--- src/rtl/mips_ss_pkg.sv ---
// rtl/mips_ss_pkg.sv - shared opcodes, decode and queue entry type for the dual-issue stage
package mips_ss_pkg;

  localparam logic [5:0] OP_RTYPE  = 6'h00;
  localparam logic [5:0] OP_BEQ    = 6'h04;
  localparam logic [5:0] OP_BNE    = 6'h05;
  localparam logic [5:0] OP_IMM_LO = 6'h08;
  localparam logic [5:0] OP_IMM_HI = 6'h0F;
  localparam logic [5:0] OP_LW     = 6'h23;
  localparam logic [5:0] OP_SW     = 6'h2B;

  typedef struct packed {
    logic [4:0] dest;
    logic       dest_v;
    logic [4:0] src1;
    logic       src1_v;
    logic [4:0] src2;
    logic       src2_v;
    logic       is_mem;
    logic       is_branch;
    logic       is_load;
  } dec_t;

  typedef struct packed {
    logic [31:0] pc;
    logic [31:0] instr1;
    logic [31:0] instr2;
  } entry_t;

  function automatic dec_t decode(input logic [31:0] instr);
    dec_t       d;
    logic [5:0] op;
    logic [4:0] dst;
    logic       has_dst;
    logic       unused_low;
    op         = instr[31:26];
    unused_low = ^instr[10:0];
    d          = '0;
    d.src1     = instr[25:21];
    d.src2     = instr[20:16];
    dst        = '0;
    has_dst    = 1'b0;
    if (op == OP_RTYPE) begin
      dst      = instr[15:11];
      has_dst  = 1'b1;
      d.src1_v = 1'b1;
      d.src2_v = 1'b1;
    end else if ((op >= OP_IMM_LO && op <= OP_IMM_HI) || op == OP_LW) begin
      dst       = instr[20:16];
      has_dst   = 1'b1;
      d.src1_v  = 1'b1;
      d.is_mem  = (op == OP_LW);
      d.is_load = (op == OP_LW);
    end else if (op == OP_SW || op == OP_BEQ || op == OP_BNE) begin
      d.src1_v    = 1'b1;
      d.src2_v    = 1'b1;
      d.is_mem    = (op == OP_SW);
      d.is_branch = (op != OP_SW);
    end
    // Writes to $0 are discarded, so they never create a hazard.
    d.dest   = dst;
    d.dest_v = has_dst && (dst != 5'd0);
    return d;
  endfunction

endpackage

--- src/rtl/issue_scoreboard.sv ---
// rtl/issue_scoreboard.sv - per-register countdown scoreboard with two load ports and 3+3 busy lookups
module issue_scoreboard #(
  parameter int CW = 2
) (
  input  logic            clk,
  input  logic            reset,
  input  logic            ld0_en,
  input  logic [4:0]      ld0_reg,
  input  logic [CW-1:0]   ld0_val,
  input  logic            ld1_en,
  input  logic [4:0]      ld1_reg,
  input  logic [CW-1:0]   ld1_val,
  input  logic [2:0][4:0] q0_reg,
  output logic [2:0]      q0_busy,
  input  logic [2:0][4:0] q1_reg,
  output logic [2:0]      q1_busy
);

  logic [CW-1:0] cnt_q [32];
  logic [CW-1:0] cnt_d [32];

  always_comb begin
    for (int r = 0; r < 32; r++) begin
      cnt_d[r] = (cnt_q[r] != '0) ? cnt_q[r] - CW'(1) : '0;
      if (ld0_en && ld0_reg == 5'(r)) cnt_d[r] = ld0_val;
      if (ld1_en && ld1_reg == 5'(r)) cnt_d[r] = ld1_val;
    end
    cnt_d[0] = '0;
  end

  always_ff @(posedge clk or posedge reset) begin
    if (reset) begin
      for (int r = 0; r < 32; r++) cnt_q[r] <= '0;
    end else begin
      cnt_q <= cnt_d;
    end
  end

  always_comb begin
    for (int i = 0; i < 3; i++) begin
      q0_busy[i] = (q0_reg[i] != 5'd0) && (cnt_q[q0_reg[i]] != '0);
      q1_busy[i] = (q1_reg[i] != 5'd0) && (cnt_q[q1_reg[i]] != '0);
    end
  end

endmodule

--- src/rtl/dual_issue_unit.sv ---
// rtl/dual_issue_unit.sv - in-order dual-issue stage: pair queue, pair splitting, scoreboard holds
// ISSUE_FWD_EN selects forwarding release times (lw 2, others 0) instead of WB_LAT for every destination.
module dual_issue_unit
  import mips_ss_pkg::*;
#(
  parameter int DEPTH  = 4,
  parameter int WB_LAT = 4
) (
  input  logic                       clk,
  input  logic                       reset,
  input  logic                       fetch_valid,
  output logic                       fetch_ready,
  input  logic [31:0]                fetch_pc,
  input  logic [31:0]                fetch_instr1,
  input  logic [31:0]                fetch_instr2,
  input  logic                       flush,
  input  logic                       issue_ready,
  output logic                       issue0_valid,
  output logic                       issue1_valid,
  output logic [31:0]                issue0_instr,
  output logic [31:0]                issue1_instr,
  output logic [31:0]                issue0_pc,
  output logic [31:0]                issue1_pc,
  output logic [$clog2(DEPTH+1)-1:0] count
);

  localparam int CNTW = $clog2(DEPTH + 1);
  localparam int PW   = $clog2(DEPTH);
  localparam int MAXL = (WB_LAT > 2) ? WB_LAT : 2;
  localparam int CW   = $clog2(MAXL);
`ifdef ISSUE_FWD_EN
  localparam int unsigned LAT_LOAD  = 2;
  localparam int unsigned LAT_OTHER = 0;
`else
  localparam int unsigned LAT_LOAD  = WB_LAT;
  localparam int unsigned LAT_OTHER = WB_LAT;
`endif

  entry_t          mem_q [DEPTH];
  entry_t          mem_d [DEPTH];
  logic [PW-1:0]   rd_ptr_q, rd_ptr_d, wr_ptr_q, wr_ptr_d;
  logic [CNTW-1:0] count_q, count_d;
  logic            half_q, half_d;

  entry_t      head;
  dec_t        dec1, dec2, a_dec;
  logic [31:0] a_instr, a_pc;
  logic [2:0]  busy_a, busy_b;
  logic        a_ok, b_ok, raw, waw, push, pop;
  logic [CW-1:0] hold_a, hold_b;
  logic        unused_dest_busy;

  function automatic logic [PW-1:0] ptr_inc(input logic [PW-1:0] p);
    return (p == PW'(DEPTH - 1)) ? '0 : p + PW'(1);
  endfunction

  // The counter holds T-1: a consumer checks the pre-edge value, so T-1 decrements
  // after the producer's edge it reaches zero exactly T edges later.
  function automatic logic [CW-1:0] hold_cycles(input dec_t d);
    int unsigned t;
    t = d.is_load ? LAT_LOAD : LAT_OTHER;
    return (t == 0) ? '0 : CW'(t - 1);
  endfunction

  always_comb begin
    head    = mem_q[rd_ptr_q];
    dec1    = decode(head.instr1);
    dec2    = decode(head.instr2);
    a_dec   = half_q ? dec2 : dec1;
    a_instr = half_q ? head.instr2 : head.instr1;
    a_pc    = half_q ? head.pc + 32'd4 : head.pc;
    hold_a  = hold_cycles(a_dec);
    hold_b  = hold_cycles(dec2);
  end

  issue_scoreboard #(.CW(CW)) u_scoreboard (
    .clk     (clk),
    .reset   (reset),
    .ld0_en  (a_ok && a_dec.dest_v && (hold_a != '0)),
    .ld0_reg (a_dec.dest),
    .ld0_val (hold_a),
    .ld1_en  (b_ok && dec2.dest_v && (hold_b != '0)),
    .ld1_reg (dec2.dest),
    .ld1_val (hold_b),
    .q0_reg  ({a_dec.dest, a_dec.src2, a_dec.src1}),
    .q0_busy (busy_a),
    .q1_reg  ({dec2.dest, dec2.src2, dec2.src1}),
    .q1_busy (busy_b)
  );

  assign unused_dest_busy = busy_a[2] ^ busy_b[2];

  always_comb begin
    a_ok = (count_q != '0) && issue_ready && !flush
           && !(a_dec.src1_v && busy_a[0]) && !(a_dec.src2_v && busy_a[1]);
    raw  = a_dec.dest_v && ((dec2.src1_v && dec2.src1 == a_dec.dest)
                         || (dec2.src2_v && dec2.src2 == a_dec.dest));
    waw  = a_dec.dest_v && dec2.dest_v && (dec2.dest == a_dec.dest);
    b_ok = a_ok && !half_q
           && !(dec2.src1_v && busy_b[0]) && !(dec2.src2_v && busy_b[1])
           && !raw && !waw && !(a_dec.is_mem && dec2.is_mem) && !a_dec.is_branch;
    pop  = a_ok && (b_ok || half_q);
    push = fetch_valid && fetch_ready && !flush;
  end

  always_comb begin
    mem_d    = mem_q;
    rd_ptr_d = rd_ptr_q;
    wr_ptr_d = wr_ptr_q;
    count_d  = count_q;
    half_d   = half_q;
    if (flush) begin
      rd_ptr_d = '0;
      wr_ptr_d = '0;
      count_d  = '0;
      half_d   = 1'b0;
    end else begin
      if (push) begin
        mem_d[wr_ptr_q] = '{pc: fetch_pc, instr1: fetch_instr1, instr2: fetch_instr2};
        wr_ptr_d        = ptr_inc(wr_ptr_q);
      end
      if (pop) rd_ptr_d = ptr_inc(rd_ptr_q);
      if (pop)       half_d = 1'b0;
      else if (a_ok) half_d = 1'b1;
      case ({push, pop})
        2'b10:   count_d = count_q + CNTW'(1);
        2'b01:   count_d = count_q - CNTW'(1);
        default: count_d = count_q;
      endcase
    end
  end

  always_ff @(posedge clk or posedge reset) begin
    if (reset) begin
      for (int i = 0; i < DEPTH; i++) mem_q[i] <= '0;
      rd_ptr_q <= '0;
      wr_ptr_q <= '0;
      count_q  <= '0;
      half_q   <= 1'b0;
    end else begin
      mem_q    <= mem_d;
      rd_ptr_q <= rd_ptr_d;
      wr_ptr_q <= wr_ptr_d;
      count_q  <= count_d;
      half_q   <= half_d;
    end
  end

  assign fetch_ready  = (count_q != CNTW'(DEPTH));
  assign count        = count_q;
  assign issue0_valid = a_ok;
  assign issue1_valid = b_ok;
  assign issue0_instr = a_ok ? a_instr : '0;
  assign issue0_pc    = a_ok ? a_pc : '0;
  assign issue1_instr = b_ok ? head.instr2 : '0;
  assign issue1_pc    = b_ok ? head.pc + 32'd4 : '0;

endmodule

--- config.mk ---
export PLATFORM = sky130hd
export DESIGN_NAME = dual_issue_unit
export DESIGN_NICKNAME = d
export VERILOG_FILES = /design/src/rtl/mips_ss_pkg.sv /design/src/rtl/issue_scoreboard.sv /design/src/rtl/dual_issue_unit.sv
export SDC_FILE = /design/constraint.sdc
export NUM_CORES = 1
export LEC_CHECK = 0
export CORE_MARGIN = 3
export CORE_UTILIZATION = 40
export CTS_CLUSTER_SIZE = 12
export DETAILED_ROUTE_END_ITERATION = 12
export GPL_TIMING_DRIVEN = 0
export PLACE_DENSITY = 0.63
export SYNTH_ARGS = -nofsm -noshare
export SYNTH_HDL_FRONTEND = slang
export SYNTH_SLANG_ARGS = --single-unit
--- constraint.sdc ---
create_clock -name clk -period 42.2 [get_ports clk]
set_clock_uncertainty 0.1 [all_clocks]
set_input_delay 8.44 -clock clk [delete_from_list [all_inputs] [get_ports clk]]
set_output_delay 8.44 -clock clk [all_outputs]
set_load 0.1 [all_outputs]
# Word level (Yosys, flattened, before mapping)
# Index checks and enable logic that the tools add are counted.
[classes]
reduce_logical = 164
n_bitwise = 7
mux = 157
eq_ne = 80
order_cmp = 11
addsub = 36
[ops]
columns = ["op", "n"]
rows = [
  ["384-bit bitwise mux", 1],
  ["96-bit 2-to-1 mux", 3],
  ["2-bit 2-to-1 mux", 107],
  ["96-bit binary-select mux with 2-bit select", 1],
  ["96-bit demux with 2-bit select", 1],
  ["32-bit 2-to-1 mux", 6],
  ["5-bit == test (second input constant)", 32],
  ["1-bit logical AND", 97],
  ["5-bit by 4-bit == test with 1-bit output (second input constant)", 16],
  ["2-bit nonzero test", 37],
  ["2-bit by 1-bit subtractor with 2-bit output (second input constant)", 31],
  ["2-bit binary-select mux with 5-bit select", 4],
  ["5-bit by 3-bit == test with 1-bit output (second input constant)", 8],
  ["32-bit by 3-bit adder with 32-bit output (second input constant)", 1],
  ["5-bit nonzero test", 6],
  ["6-bit by 3-bit == test with 1-bit output (second input constant)", 4],
  ["6-bit == test (second input constant)", 4],
  ["6-bit greater-or-equal comparator (second input constant)", 4],
  ["5-bit NOT with 6-bit output", 4],
  ["1-bit 2-to-1 mux", 23],
  ["21-bit 2-to-1 mux", 1],
  ["5-bit by 2-bit == test with 1-bit output (second input constant)", 4],
  ["5-bit 2-to-1 mux", 4],
  ["5-bit == test", 3],
  ["21 further kinds", 53],
]
[word_totals]
wordCells = 502
ff_bits = 454
output_inout_bits = 134
input_bits = 101

# Depth between registers and ports, before layout
[depth]
word_depth = 34
depth_mapped = 21

# Cells and area by module
# A second synthesis with hierarchy kept.
[unflattened]
hier_cells = 2189
area_unflattened_um2 = 25438.1
[by_module_without_submodules]
columns = ["module", "area_per_inst_um2", "cells_each", "instances", "seq_area_each_um2"]
rows = [
  ["dual_issue_unit", 20193.1, 1523, 1, 9809.4],
  ["issue_scoreboard", 5245.0, 666, 1, 1551.5],
]

# Worst setup path after synthesis
# Ideal clock, no wire load.
[synth_path]
path_kind = "input to output"
from = "input flush"
to = "output issue1_pc[10]"
arrival_ns = 11.575
stages = 10
slack_ns = 22.085
required_ns = 33.660
path_buffers = 4
path_cell_list = "clkbuf_1 inv_1 o311ai_0 or4_1 buf_2 a2111oi_4 nand2_2 clkbuf_1 clkbuf_1 nor2_1"
[synth_between]
elab_chain_cells = 12
[synth_rtl]
columns = ["element", "line_no", "source"]
rows = [
  ["from (decl)", "dual_issue_unit.sv:16", "input logic flush,"],
  ["1-bit zero test", "dual_issue_unit.sv:94", "a_ok = (count_q != '0) && issue_ready && !flush"],
  ["1-bit logical AND", "dual_issue_unit.sv:94", ""],
  ["1-bit logical AND (2 in series)", "dual_issue_unit.sv:95", "&& !(a_dec.src1_v && busy_a[0]) && !(a_dec.src2_v && busy_a[1]);"],
  ["1-bit logical AND", "dual_issue_unit.sv:99", "b_ok = a_ok && !half_q"],
  ["1-bit logical AND (2 in series)", "dual_issue_unit.sv:100", "&& !(dec2.src1_v && busy_b[0]) && !(dec2.src2_v && busy_b[1])"],
  ["1-bit logical AND (4 in series)", "dual_issue_unit.sv:101", "&& !raw && !waw && !(a_dec.is_mem && dec2.is_mem) && !a_dec.is_branch;"],
  ["32-bit 2-to-1 mux", "dual_issue_unit.sv:156", "assign issue1_pc = b_ok ? head.pc + 32'd4 : '0;"],
  ["to (decl)", "dual_issue_unit.sv:23", "output logic [31:0] issue1_pc,"],
]
# No other way between the ends.

# Worst setup path in the final report
[layout_path]
from = "input flush"
to = "output issue1_instr[30]"
[layout_between]
elab_chain_cells = 12
[layout_rtl]
columns = ["element", "line_no", "source"]
rows = [
  ["1-bit zero test", "dual_issue_unit.sv:94", ""],
  ["1-bit logical AND", "dual_issue_unit.sv:94", ""],
  ["1-bit logical AND (2 in series)", "dual_issue_unit.sv:95", ""],
  ["1-bit logical AND", "dual_issue_unit.sv:99", ""],
  ["1-bit logical AND (2 in series)", "dual_issue_unit.sv:100", ""],
  ["1-bit logical AND (4 in series)", "dual_issue_unit.sv:101", ""],
  ["32-bit 2-to-1 mux", "dual_issue_unit.sv:155", "assign issue1_instr = b_ok ? head.instr2 : '0;"],
  ["to (decl)", "dual_issue_unit.sv:21", "output logic [31:0] issue1_instr,"],
]
# No other way between the ends.

==> impl_metrics.json <==
{
  "initial_core_util": 0.408,
  "die_x_um": 253,
  "rsz0062_at_grt": "no",
  "cts_sinks": 454,
  "timing.max_cap.violations": 0,
  "crit_fanout": 10,
  "insertion_delay_ns": 0.62,
  "r2r-start": "rd_ptr_q[1]",
  "htreeDepth": 2,
  "finalSetupViolations": 0,
  "yosys_warnings": 0,
  "cts_buffers": 49,
  "crit_path_start_kind": "input pin",
  "critical-path-top-delay-family": "buffers and inverters",
  "io_pins": 235,
  "die-area_sq_mm": 0.0639,
  "ys_async_sr_fraction": 1.00,
  "grt_max_degree": 135,
  "synth_nets": 2074,
  "fin_cells": 3065,
  "drt-wirelength-per-cell_um": 25.2,
  "setup_tns_ns": 0,
  "tightest_slew_ns": 1.14,
  "postRouteAntennaNets": 0,
  "finalHoldViolCount": 0,
  "synth_ff_type": "dfrtp_1",
  "first_pass_iters": 5,
  "dp_cells": 2974,
  "dp_slack_ns": 20.59,
  "crit_path_frequent_cell": "clkbuf_1",
  "hp-start": "mem_q[190]",
  "track_usage": 0.241,
  "ys_types": 84,
  "clockRootBuffer": "clkbuf_16",
  "synth_edf_count": 0,
  "max_stage_delay_ns": 1.21,
  "antenna_found_initial": 8,
  "cp.arrival_ns": 13.06,
  "endpoint_kind": "output port",
  "initialDrtViolationCount": 1429,
  "drc": 0,
  "clk_path_buf_depth": 3,
  "core_area_sq_mm": 0.0597,
  "vdd_drop_max_mv": 0.0447,
  "critPathKind": "input pin to output port",
  "area_delta_synth_final_pct": 20.5,
  "clk_pin_slew_ns": 0.06,
  "syn_area_sq_mm": 0.0244,
  "fmax_ghz": 0.0463,
  "portBuffers": 232,
  "vias": 17800,
  "rows": 89,
  "yosysSeqAreaShare": 0.466,
  "slew_headroom": 0.240,
  "fin_crit_sh": 0.512,
  "fin_nets": 2360,
  "postSynthCellCount": 1966,
  "setup_ws_ns": 20.60,
  "whs_ns": 0.398,
  "cts_resized": 0,
  "critical_path_buf_inv_count": 6,
  "grt_overflow": 0,
  "rrSetupSlack_ns": 35.97,
  "slew_viol_final": 0,
  "cp_cell_sequence": "clkbuf_1, inv_1, o311ai_0, or4_1, buf_2, a2111oi_4, nand2_2, clkbuf_1, clkbuf_1, nor2_1, clkdlybuf4s50_1",
  "p_leak_nw": 12.3,
  "wirelength_mm": 77.2,
  "grt_pass1_wl_mm": 117,
  "viasPerCell": 5.82,
  "hold_class": "register to register",
  "ys_ff_latch": 454,
  "powerDensity_mw_per_mm2": 73.0,
  "grt_pass1_vias": 18500,
  "crit_slowest_cell": "clkdlybuf4s50_1",
  "drive_gt1_frac": 0.289,
  "critPathLaunch": "flush",
  "post-route-min-period_ns": 21.60,
  "die_y_um": 253,
  "cts_tree": "done",
  "cts_hold_buffers": 0,
  "gp_congestion": 0.979,
  "hpwl_mm": 56.8,
  "status": "finished, final reports clean",
  "avgSynthCellArea_sq_um": 12.4,
  "required_ns": 33.66,
  "postCtsSetupRepairBufs": 0
}
-- cell families (layout without fill, tap and decap cells) --
family,Yosys count,in the layout,synth area share
compound gates,198,198,0.0633
xor+xnor,70,70,0.0252
fa+ha+maj,7,7,0.00390
buf+inv,166,488,0.0301
flops,454,454,0.466
mux,552,552,0.308
other cells,0,4,0
simple gates,519,519,0.104
-- per-layer routing --
layer | global-route usage | share of wire | vias to the layer above
li1 | - | - | 7824
met1 | 0.324 | 0.42 | 9321
met2 | 0.401 | 0.48 | 571
met3 | 0.0526 | 0.074 | 101
met4 | 0.0590 | 0.021 | 8
met5 | 0 | 0.00044 | -
-- Yosys cell counts, drive strengths merged, types with 24 or more instances --
| library cell | n | area share |
|---|---|---|
| o221ai | 48 | 0.019 |
| mux4 | 115 | 0.11 |
| buf | 73 | 0.016 |
| xnor2 | 30 | 0.011 |
| xor2 | 40 | 0.014 |
| nor2 | 144 | 0.022 |
| mux2 | 395 | 0.18 |
| nand3 | 24 | 0.0051 |
| dfrtp | 454 | 0.47 |
| a21oi | 39 | 0.0080 |
| clkbuf | 58 | 0.0089 |
| inv | 34 | 0.0053 |
| and3 | 49 | 0.013 |
| mux2i | 42 | 0.019 |
| nand2 | 171 | 0.027 |
-- path summary, 6_finish.rpt --
kind,cells past startpoint,to
setup reg to reg,19,count[2]
max in group asynchronous,5,u_scoreboard.cnt_q[7]
hold / removal,1,mem_q[190]
setup / recovery,11,issue1_instr[30]
min in group asynchronous,2,mem_q[258]
hold reg to reg,1,mem_q[190]
-- flip-flops by register name, summed over array words and instances (netlist names) --
register / cells
mem_q: 384
u_scoreboard.cnt_q: 62
count: 3
rd_ptr_q: 2
wr_ptr_q: 2
half_q: 1
-- through the flow --
step	cell area [sq um]	power, mW	utilization
5_1_grt	29400	2.25	0.492
6_report	29400	2.14	0.492
4_1_cts	29400	2.14	0.492
3_5_place_dp	27800	1.71	0.465
2_1_floorplan	24400	1.42	-
3_3_place_gp	27700	1.68	0.463
-- layout make-up --
class | count | area [sq um]
clock inverters | 13 | 164
clock buffers | 74 | 1450
well taps | 773 | 967
inverters | 35 | 141
flip-flops and latches | 454 | 11400
fillers | 5338 | 30300
plain buffers | 131 | 599
repair buffers | 235 | 2400
multi-input cells | 1346 | 12300
diodes | 4 | 10.0
-- power breakdown --
group	switching, mW	total, mW	leakage (nW)	internal, mW
Sequential	0.0776	0.663	5.78	0.586
Clock	0.182	0.432	0.789	0.250
Combinational	0.656	1.05	5.69	0.392
Total	0.915	2.14	12.3	1.23
-- cell usage in the layout, fill, tap and decap left out, drive strengths merged, types with 8 or more instances in the layout --
cell           count
a211oi            10
a21oi             39
a22oi             12
a31oi              8
and2              19
and3              49
buf               76
clkbuf           132
clkdlybuf4s50    232
clkinv             8
dfrtp            454
inv               36
mux2             395
mux2i             42
mux4             115
nand2            171
nand2b            22
nand3             24
nor2             144
nor2b             12
nor3              12
nor4               8
o211ai            10
o21ai             12
o221ai            48
or2               13
or3                9
xnor2             30
xor2              40
No activity file was read; power rests on OpenSTA's default activity.
